**src/rtl/event_encoder_16_to_4_if.sv**
```systemverilog
`default_nettype none
// ============================================================================
// Module      : event_encoder_16_to_4_if
// Description : Bundle of the event-capture inputs, the indexed-event
//               valid/ready output and the status outputs of
//               event_encoder_16_to_4.
//   ena        event capture enable
//   in         N one-hot event pulse lines
//   out        W-bit index of the presented event
//   out_valid  out holds a pending event
//   out_ready  consumer accepts out when out_valid && out_ready
//   pending    registered pending-event vector
//   overflow   one-cycle pulse on an event hitting an already-pending bit
//   Modport slave is the encoder side; master is the source/consumer side.
// Revision    : 1.0 - initial release
// ============================================================================
interface event_encoder_16_to_4_if #(
   parameter int N = 16,
   parameter int W = 4
);
   logic         ena;
   logic [N-1:0] in;
   logic [W-1:0] out;
   logic         out_valid;
   logic         out_ready;
   logic [N-1:0] pending;
   logic         overflow;

   modport slave (
      input  ena,
      input  in,
      input  out_ready,
      output out,
      output out_valid,
      output pending,
      output overflow
   );

   modport master (
      output ena,
      output in,
      output out_ready,
      input  out,
      input  out_valid,
      input  pending,
      input  overflow
   );
endinterface
`default_nettype wire

```
**src/rtl/event_encoder_16_to_4.sv**
```systemverilog
`default_nettype none
// ============================================================================
// Module      : event_encoder_16_to_4
// Description : Collects single-cycle event pulses on N one-hot lines into a
//               pending register and presents them one at a time as a W-bit
//               index on a valid/ready handshake. Selection is round-robin
//               from a rotating pointer (ROUND_ROBIN=1) or lowest index first
//               (ROUND_ROBIN=0). Back-to-back delivery gives one event per
//               cycle while the consumer stays ready.
//   clk        clock, all state changes on posedge
//   rst        synchronous active-high reset
//   bus        event_encoder_16_to_4_if.slave
//              (ena, in, out_ready in; out, out_valid, pending, overflow out)
// Revision    : 1.0 - initial release
// ============================================================================
module event_encoder_16_to_4 #(
   parameter int N           = 16,
   parameter int W           = 4,
   parameter bit ROUND_ROBIN = 1'b1
) (
   input  wire logic                clk,
   input  wire logic                rst,
   event_encoder_16_to_4_if.slave   bus
);

   typedef enum logic [0:0] {
      IDLE    = 1'b0,
      PRESENT = 1'b1
   } state_t;

   state_t       r_state;
   state_t       w_state_next;
   logic [W-1:0] r_out;
   logic [W-1:0] w_out_next;
   logic         r_valid;
   logic         w_valid_next;
   logic [N-1:0] r_pending;
   logic         r_overflow;

   logic         w_acc;
   logic [N-1:0] w_clr;
   logic [N-1:0] w_set;
   logic [N-1:0] w_remain;
   logic         w_any;
   logic [W-1:0] w_start;
   logic [W-1:0] w_sel;

   assign w_acc    = r_valid & bus.out_ready;
   assign w_clr    = w_acc ? (N'(1) << r_out) : '0;
   assign w_set    = bus.ena ? bus.in : '0;
   // The bit being accepted is excluded, so the next pick never repeats it
   // unless it was re-set in this same cycle (it then lands in r_pending).
   assign w_remain = r_pending & ~w_clr;
   assign w_any    = |w_remain;

   // ------------------------------------------------------------------------
   // Search start point: rotating pointer or fixed zero
   // ------------------------------------------------------------------------
   generate
      if (ROUND_ROBIN) begin : g_rr
         logic [W-1:0] r_ptr;

         // Pointer moves just past the index being accepted.
         always_ff @(posedge clk) begin
            if (rst) begin
               r_ptr <= '0;
            end else if (w_acc) begin
               r_ptr <= r_out + W'(1);
            end
         end

         assign w_start = r_ptr;
      end else begin : g_fixed
         assign w_start = '0;
      end
   endgenerate

   // ------------------------------------------------------------------------
   // Selection: first set bit at w_start, w_start+1, ... modulo N. N is a
   // power of two, so W-bit addition wraps naturally. Scanning from the far
   // end lets the last hit (closest to w_start) win without a found flag.
   // ------------------------------------------------------------------------
   always_comb begin
      w_sel = w_start;
      for (int i = N - 1; i >= 0; i--) begin
         if (w_remain[w_start + W'(i)]) begin
            w_sel = w_start + W'(i);
         end
      end
   end

   // ------------------------------------------------------------------------
   // FSM next state / output register loads
   // ------------------------------------------------------------------------
   always_comb begin
      w_state_next = r_state;
      w_out_next   = r_out;
      w_valid_next = r_valid;
      case (r_state)
         IDLE: begin
            if (w_any) begin
               w_out_next   = w_sel;
               w_valid_next = 1'b1;
               w_state_next = PRESENT;
            end
         end
         PRESENT: begin
            // Without an accept, out is held even if a higher-priority event
            // arrives; presented events are never preempted.
            if (w_acc) begin
               if (w_any) begin
                  w_out_next = w_sel;
               end else begin
                  w_valid_next = 1'b0;
                  w_state_next = IDLE;
               end
            end
         end
         default: begin
            w_valid_next = 1'b0;
            w_state_next = IDLE;
         end
      endcase
   end

   // ------------------------------------------------------------------------
   // State, output and pending registers
   // ------------------------------------------------------------------------
   always_ff @(posedge clk) begin
      if (rst) begin
         r_state    <= IDLE;
         r_out      <= '0;
         r_valid    <= 1'b0;
         r_pending  <= '0;
         r_overflow <= 1'b0;
      end else begin
         r_state    <= w_state_next;
         r_out      <= w_out_next;
         r_valid    <= w_valid_next;
         // A set on a bit being cleared is a fresh event, not an overflow.
         r_pending  <= w_remain | w_set;
         r_overflow <= |(w_set & w_remain);
      end
   end

   assign bus.out       = r_out;
   assign bus.out_valid = r_valid;
   assign bus.pending   = r_pending;
   assign bus.overflow  = r_overflow;

endmodule
`default_nettype wire

```
**src/flat_wrapper.sv**
```systemverilog
// flat-port wrapper written by rule: the top's interface ports become plain ports
module event_encoder_16_to_4_flat 
#(
   parameter int N           = 16,
   parameter int W           = 4,
   parameter bit ROUND_ROBIN = 1'b1
)
  (clk, rst, bus_ena, bus_in, bus_out_ready, bus_out, bus_out_valid, bus_pending, bus_overflow);
  event_encoder_16_to_4_if #(.N(N), .W(W)) bus_i ();
  input  wire logic clk;
  input  wire logic rst;
  input wire logic [$bits(bus_i.ena)-1:0] bus_ena;
  input wire logic [$bits(bus_i.in)-1:0] bus_in;
  input wire logic [$bits(bus_i.out_ready)-1:0] bus_out_ready;
  output wire logic [$bits(bus_i.out)-1:0] bus_out;
  output wire logic [$bits(bus_i.out_valid)-1:0] bus_out_valid;
  output wire logic [$bits(bus_i.pending)-1:0] bus_pending;
  output wire logic [$bits(bus_i.overflow)-1:0] bus_overflow;
  assign bus_i.ena = bus_ena;
  assign bus_i.in = bus_in;
  assign bus_i.out_ready = bus_out_ready;
  assign bus_out = bus_i.out;
  assign bus_out_valid = bus_i.out_valid;
  assign bus_pending = bus_i.pending;
  assign bus_overflow = bus_i.overflow;
  event_encoder_16_to_4 #(.N(N), .W(W), .ROUND_ROBIN(ROUND_ROBIN)) u_core (.clk(clk), .rst(rst), .bus(bus_i));
endmodule
```
**config.mk**
```make
export PLATFORM = sky130hd
export DESIGN_NAME = event_encoder_16_to_4_flat
export DESIGN_NICKNAME = d
export VERILOG_FILES = /design/src/rtl/event_encoder_16_to_4_if.sv /design/src/rtl/event_encoder_16_to_4.sv /design/src/flat_wrapper.sv
export SDC_FILE = /design/constraint.sdc
export NUM_CORES = 1
export LEC_CHECK = 0
export ABC_CLOCK_PERIOD_IN_PS = 11500
export BUFFER_PORTS_ARGS = -buffer_cell sky130_fd_sc_hd__buf_2
export CORE_ASPECT_RATIO = 1.2
export CORE_MARGIN = 8
export CORE_UTILIZATION = 33
export CTS_BUF_LIST = sky130_fd_sc_hd__clkbuf_2
export DETAILED_ROUTE_END_ITERATION = 8
export PLACE_DENSITY_LB_ADDON = 0.05
export SKIP_CTS_REPAIR_TIMING = 1
export SLEW_MARGIN = 20
export SYNTH_ARGS = -nofsm -noshare
export SYNTH_HDL_FRONTEND = slang
export SYNTH_SLANG_ARGS = --single-unit
```
**constraint.sdc**
```tcl
create_clock -name clk -period 11.5 [get_ports clk]
set_clock_uncertainty 0.05 [all_clocks]
set_input_delay 2.3 -clock clk [delete_from_list [all_inputs] [get_ports clk]]
set_output_delay 2.3 -clock clk [all_outputs]
set_load 0.01 [all_outputs]
```
### Word-level counts from Yosys, hierarchy flattened

Cells that the tools add are included.

| storage, ports and cells | value |
|---|---|
| register bits | 27 |
| bits in latches | 0 |
| memory bits (writable) | 0 |
| memory bits (read-only) | 0 |
| output and inout bits | 22 |
| logic and storage cells | 111 |
| memories | 0 |

| cells by class | value |
|---|---|
| add/sub/neg operators | 16 |
| multiply operators | 0 |
| divide/modulo/power cells | 0 |
| $lt $le $gt $ge | 16 |
| eq/ne operators | 3 |
| shift operators | 1 |
| muxes and demuxes | 60 |
| bitwise logic cells | 6 |
| reduce and logical (&&, ||, !) cells | 3 |

Operator list:

| cell | count |
|---|---|
| $lt 4x5->1 const B | 16 |
| $mux 4 | 18 |
| $bmux 1 s4 | 16 |
| $add 4x4->4 const B | 8 |
| $and 16x16->16 | 2 |
| $mux 16 | 2 |
| $reduce_or 16->1 | 2 |
| $mux 1 | 21 |
| $add 4x3->4 const B | 4 |
| $not 16->16 | 1 |
| $or 16x16->16 | 1 |
| $shl 1x4->16 const A | 1 |
| $add 4x1->4 const B | 2 |
| $add 4x2->4 const B | 2 |
| $pmux 4 s2 | 1 |
| $ne 2x2->1 const B | 2 |
| $pmux 1 s2 | 2 |
| $reduce_and 3->1 | 1 |
| $ne 2x1->1 const B | 1 |
| $and 1x1->1 | 1 |
| $not 1->1 | 1 |

### Depth between registers and ports, before layout

| logic depth | value |
|---|---|
| word-level depth | 25 |
| mapped depth | 16 |
| depth with buffers taken out | 12 |

### Worst setup path after synthesis

No wires, ideal clock.

| timing | value |
|---|---|
| path type | input to register |
| start | input port bus_out_ready |
| end | register u_core.r_out[0] (netlist: u_core.bus.out[0]) |
| setup time | 0.122 ns |
| arrival | 4.426 ns |
| data required time | 11.328 ns |
| path slack | 6.902 ns |
| cell stages on the path | 11 |
| buffers on the path | 2 |
| cells stage by stage | buf_6 -> and4_1 -> buf_4 -> a21boi_4 -> o22ai_1 -> o211ai_1 -> mux2_2 -> o31ai_1 -> a211o_1 -> o2111a_1 -> a311o_1 |

| on the way | value |
|---|---|
| word-level cells in the longest chain between the ends | 25 |
| elaborated cells between the ends (all ways) | 57 |
| those cells by class | 1 x eq/ne; 52 x mux; 3 x bitwise; 1 x reduce/logical |

Ends and longest elaborated chain:

| item | line | RTL |
|---|---|---|
| start, declared | flat_wrapper.sv:14 | `input wire logic [$bits(bus_i.out_ready)-1:0] bus_out_ready;` |
| $and 1x1->1 (*) | event_encoder_16_to_4.sv:48 | `assign w_acc = r_valid & bus.out_ready;` |
| $mux 16 | event_encoder_16_to_4.sv:49 | `assign w_clr = w_acc ? (N'(1) << r_out) : '0;` |
| $not 16->16 | event_encoder_16_to_4.sv:53 | `assign w_remain = r_pending & ~w_clr;` |
| $and 16x16->16 | event_encoder_16_to_4.sv:53 |  |
| $bmux 1 s4 | event_encoder_16_to_4.sv:86 | `if (w_remain[w_start + W'(i)]) begin` |
| $mux 1 (not written as such) | event_encoder_16_to_4.sv:86 |  |
| $mux 4 (16 in series) | event_encoder_16_to_4.sv:86 |  |
| $mux 4 | event_encoder_16_to_4.sv:101, event_encoder_16_to_4.sv:111 |  |
| $mux 4 | event_encoder_16_to_4.sv:110 | `if (w_acc) begin` |
| $pmux 4 s2 | event_encoder_16_to_4.sv:99 | `case (r_state)` |
| end signal, assigned | event_encoder_16_to_4.sv:138 | `r_out <= w_out_next;` |
| end, declared | event_encoder_16_to_4.sv:33 | `logic [W-1:0] r_out;` |

Mark *: on every way between the ends. The rest lies on a longest branch, timed or not. The select of a mux whose other input is x is not followed.
A chain may end at the register's enable or synchronous reset.

### Worst setup path after layout

| timing | value |
|---|---|
| start | input port bus_out_ready |
| end | register u_core.r_out[3] (netlist: u_core.bus.out[3]) |

Same word-level chain as after synthesis.

==> impl_metrics.ini <==
[die]
dieArea_mm2 = 0.0172
die_w_um = 121
num_io_pins = 42
chipHeight_um = 142
core_mm2 = 0.0131
initial_utilization = 0.335
core.rowCount = 46

[global_routing]
first_global_vias = 4630
grt_first_pass_wirelength_um = 29500
antenna_found_initial = 1
maximum_number_of_pins_on_one_net_before_global_route_repair = 37
globalRouteTotalUtil = 0.226
gr_ovfl_total = 0

[drt]
route.layer.met1.wl_um = 7560
route.antenna.remaining_nets = 0
routed_via_density = 6.61
met2_length_um = 9730
wirelength_um = 19700
route.detailed.drc = 0
dr_total_vias = 4915
topRoutingLayerUsed = met4
first_pass_iters = 5
initialDrtViolationCount = 516
post_drt_wl_per_cell_um = 26.5
routed-wl-met3_um = 1340

[clock_tree]
cts-buffers-inserted = 3
cts_tree = done
cts_root_buf = clkbuf_2
clk_latency_ns = 0.49
cts.sink_count = 27
h-tree-depth = 1
clkSlewWorstSetupHoldPaths_ns = 0.30
cts-root-to-sink-buffers = 2

[synth]
mappedNetlistNets = 598
ys_seq_elements = 27
post_synth_num_cell_types = 90
synth_area_mm2 = 0.00438
post_synthesis_average_cell_area_um2 = 7.74
post_synth_inst_count = 565
synth_edf_count = 0
yosysSeqAreaShare = 0.124
synth-main-ff-cell = dfxtp_1
synth_async_sr_flop_share = 0
yosys_warnings = 0

[place]
place_congestion = 0.968
dpl-instance-area_mm2 = 0.00463
buffer_ports.inserted = 41
post-place-cells = 739
detailed_place_hpwl_um = 15000

[sta]
rsz0062_at_grt = no
finalHoldViolations = 0
relSlewSlack = 0.281
timing.final.max_slew_violations = 0
timing.final.setup_violations = 0
timing.final.crit_period_ns = 5.73
worst-slew-pin-transition_ns = 1.08
max_freq_mhz = 174
min_period_over_period = 0.499
final.setup.tns_ns = 0

[finish]
most_common_cell_after_layout_fill_and_taps_aside = nand2_1
design.final.nets = 609
syn2layout_area_growth_pct = 6.35
final-seq-area_um2 = 541
post-route-cell-area_mm2 = 0.00465
drive_above_1_share = 0.191
layout_common_cells = nand2_1 (66), a21oi_1 (53), nor2_1 (44), buf_2 (41), o21ai_0 (30)
fill_cells = 1419
area_of_combinational_cells_with_multiple_inputs_mm2 = 0.00356
finalNonFillerCells = 744

[worst_setup_path]
worstSetupStartpointType = input port
rrSetupSlack_ns = 6.92
required_ns = 11.82
maximum_fanout_count_along_the_critical_path = 15
worstSetupEndpointType = flip-flop
critPathKind = input port to flip-flop
crit_arrival_ns = 6.05

[pwr]
power.density_cell_area_mw_per_mm2 = 144
static-leakage-power_nw = 1.75
worst_ir_drop_vdd_mv = 0.0482
fin_total_pwr_mw = 0.671

[job]
drv.max_cap_violation_count = 0

[run_status]
status = finished, final reports clean

[min_path]
hold_class = flip-flop to flip-flop
[power breakdown]
group          leakage [nW]  total [mW]  internal [mW]  switching, mW
combinational          1.51       0.490          0.181          0.309
clock                0.0126      0.0482        0.00801         0.0402
sequential            0.224       0.133          0.106         0.0272
[sequential cells by signal, summed over array words and instances (netlist names)]
name,count
u_core.g_rr.r_ptr,4
u_core.bus.pending,16
u_core.r_state,1
u_core.bus.overflow,1
u_core.bus.out_valid,1
u_core.bus.out,4
[Yosys cell counts (7+ instances only)]
library cell / n / share of area
nand2_1: 66 / 0.057
a21oi_1: 53 / 0.061
nor2_1: 44 / 0.038
o21ai_0: 30 / 0.034
dfxtp_1: 27 / 0.12
clkbuf_1: 21 / 0.018
o211ai_1: 19 / 0.033
mux2i_1: 15 / 0.034
mux4_2: 15 / 0.077
a22oi_1: 14 / 0.024
ha_1: 13 / 0.037
inv_1: 13 / 0.011
buf_2: 12 / 0.014
nand3_1: 12 / 0.014
nor3_1: 12 / 0.014
nand2b_1: 11 / 0.016
o21ai_1: 11 / 0.013
o22ai_1: 10 / 0.014
xnor2_1: 10 / 0.020
o211a_1: 8 / 0.018
nand4_1: 7 / 0.010
[critical path, cell delays in order]
cell       delay, ns
buf_2           0.28
nand4bb_1       0.42
o21ai_1         0.77
nand4_1         0.21
nor4_2          0.74
a21oi_1         0.42
o21bai_1        0.43
and4b_1         0.25
a31o_1          0.22
[layout make-up]
type                            count  area share
Multi-Input combinational cell    481       0.766
Sequential cell                    27       0.116
Timing Repair Buffer               48      0.0554
Tap cell                          168      0.0452
Inverter                           15      0.0121
Clock buffer                        3     0.00323
Clock inverter                      1     0.00161
Antenna cell                        1    0.000538
[per-layer routing]
metal  up-vias  track usage
met1      2365        0.267
li1       2206            -
met4         0        0.127
met5         -            0
met2       277        0.385
met3        67       0.0294
[through the flow]
step,hold WS [ns],utilization,worst slack [ns]
2_1_floorplan,0.414,-,6.90
3_3_place_gp,0.435,0.354,4.86
3_5_place_dp,0.441,0.354,5.30
4_1_cts,0.467,0.356,5.85
5_1_grt,0.509,0.356,5.65
6_report,0.470,0.356,5.77
[worst paths after layout]
path                                    end  cells past startpoint                              start
min reg2reg       u_core.r_state$_SDFF_PP0_                      2          u_core.r_state$_SDFF_PP0_
min               u_core.r_state$_SDFF_PP0_                      2          u_core.r_state$_SDFF_PP0_
max          u_core.bus.out[3]$_SDFFE_PP0P_                      9                      bus_out_ready
max reg2reg  u_core.bus.out[0]$_SDFFE_PP0P_                     12  u_core.g_rr.r_ptr[0]$_SDFFE_PP0P_
[logic make-up (layout without fill, tap and decap cells)]
logic type / after synthesis / after routing / share of synthesized area
flops: 27 / 27 / 0.124
compound gates: 232 / 232 / 0.393
fa+ha+maj: 13 / 13 / 0.0372
buf+inv: 57 / 67 / 0.0635
mux: 36 / 36 / 0.132
other cells: 0 / 1 / 0
simple gates: 184 / 184 / 0.213
xor+xnor: 16 / 16 / 0.0389
No activity file was read; power rests on OpenSTA's default activity.
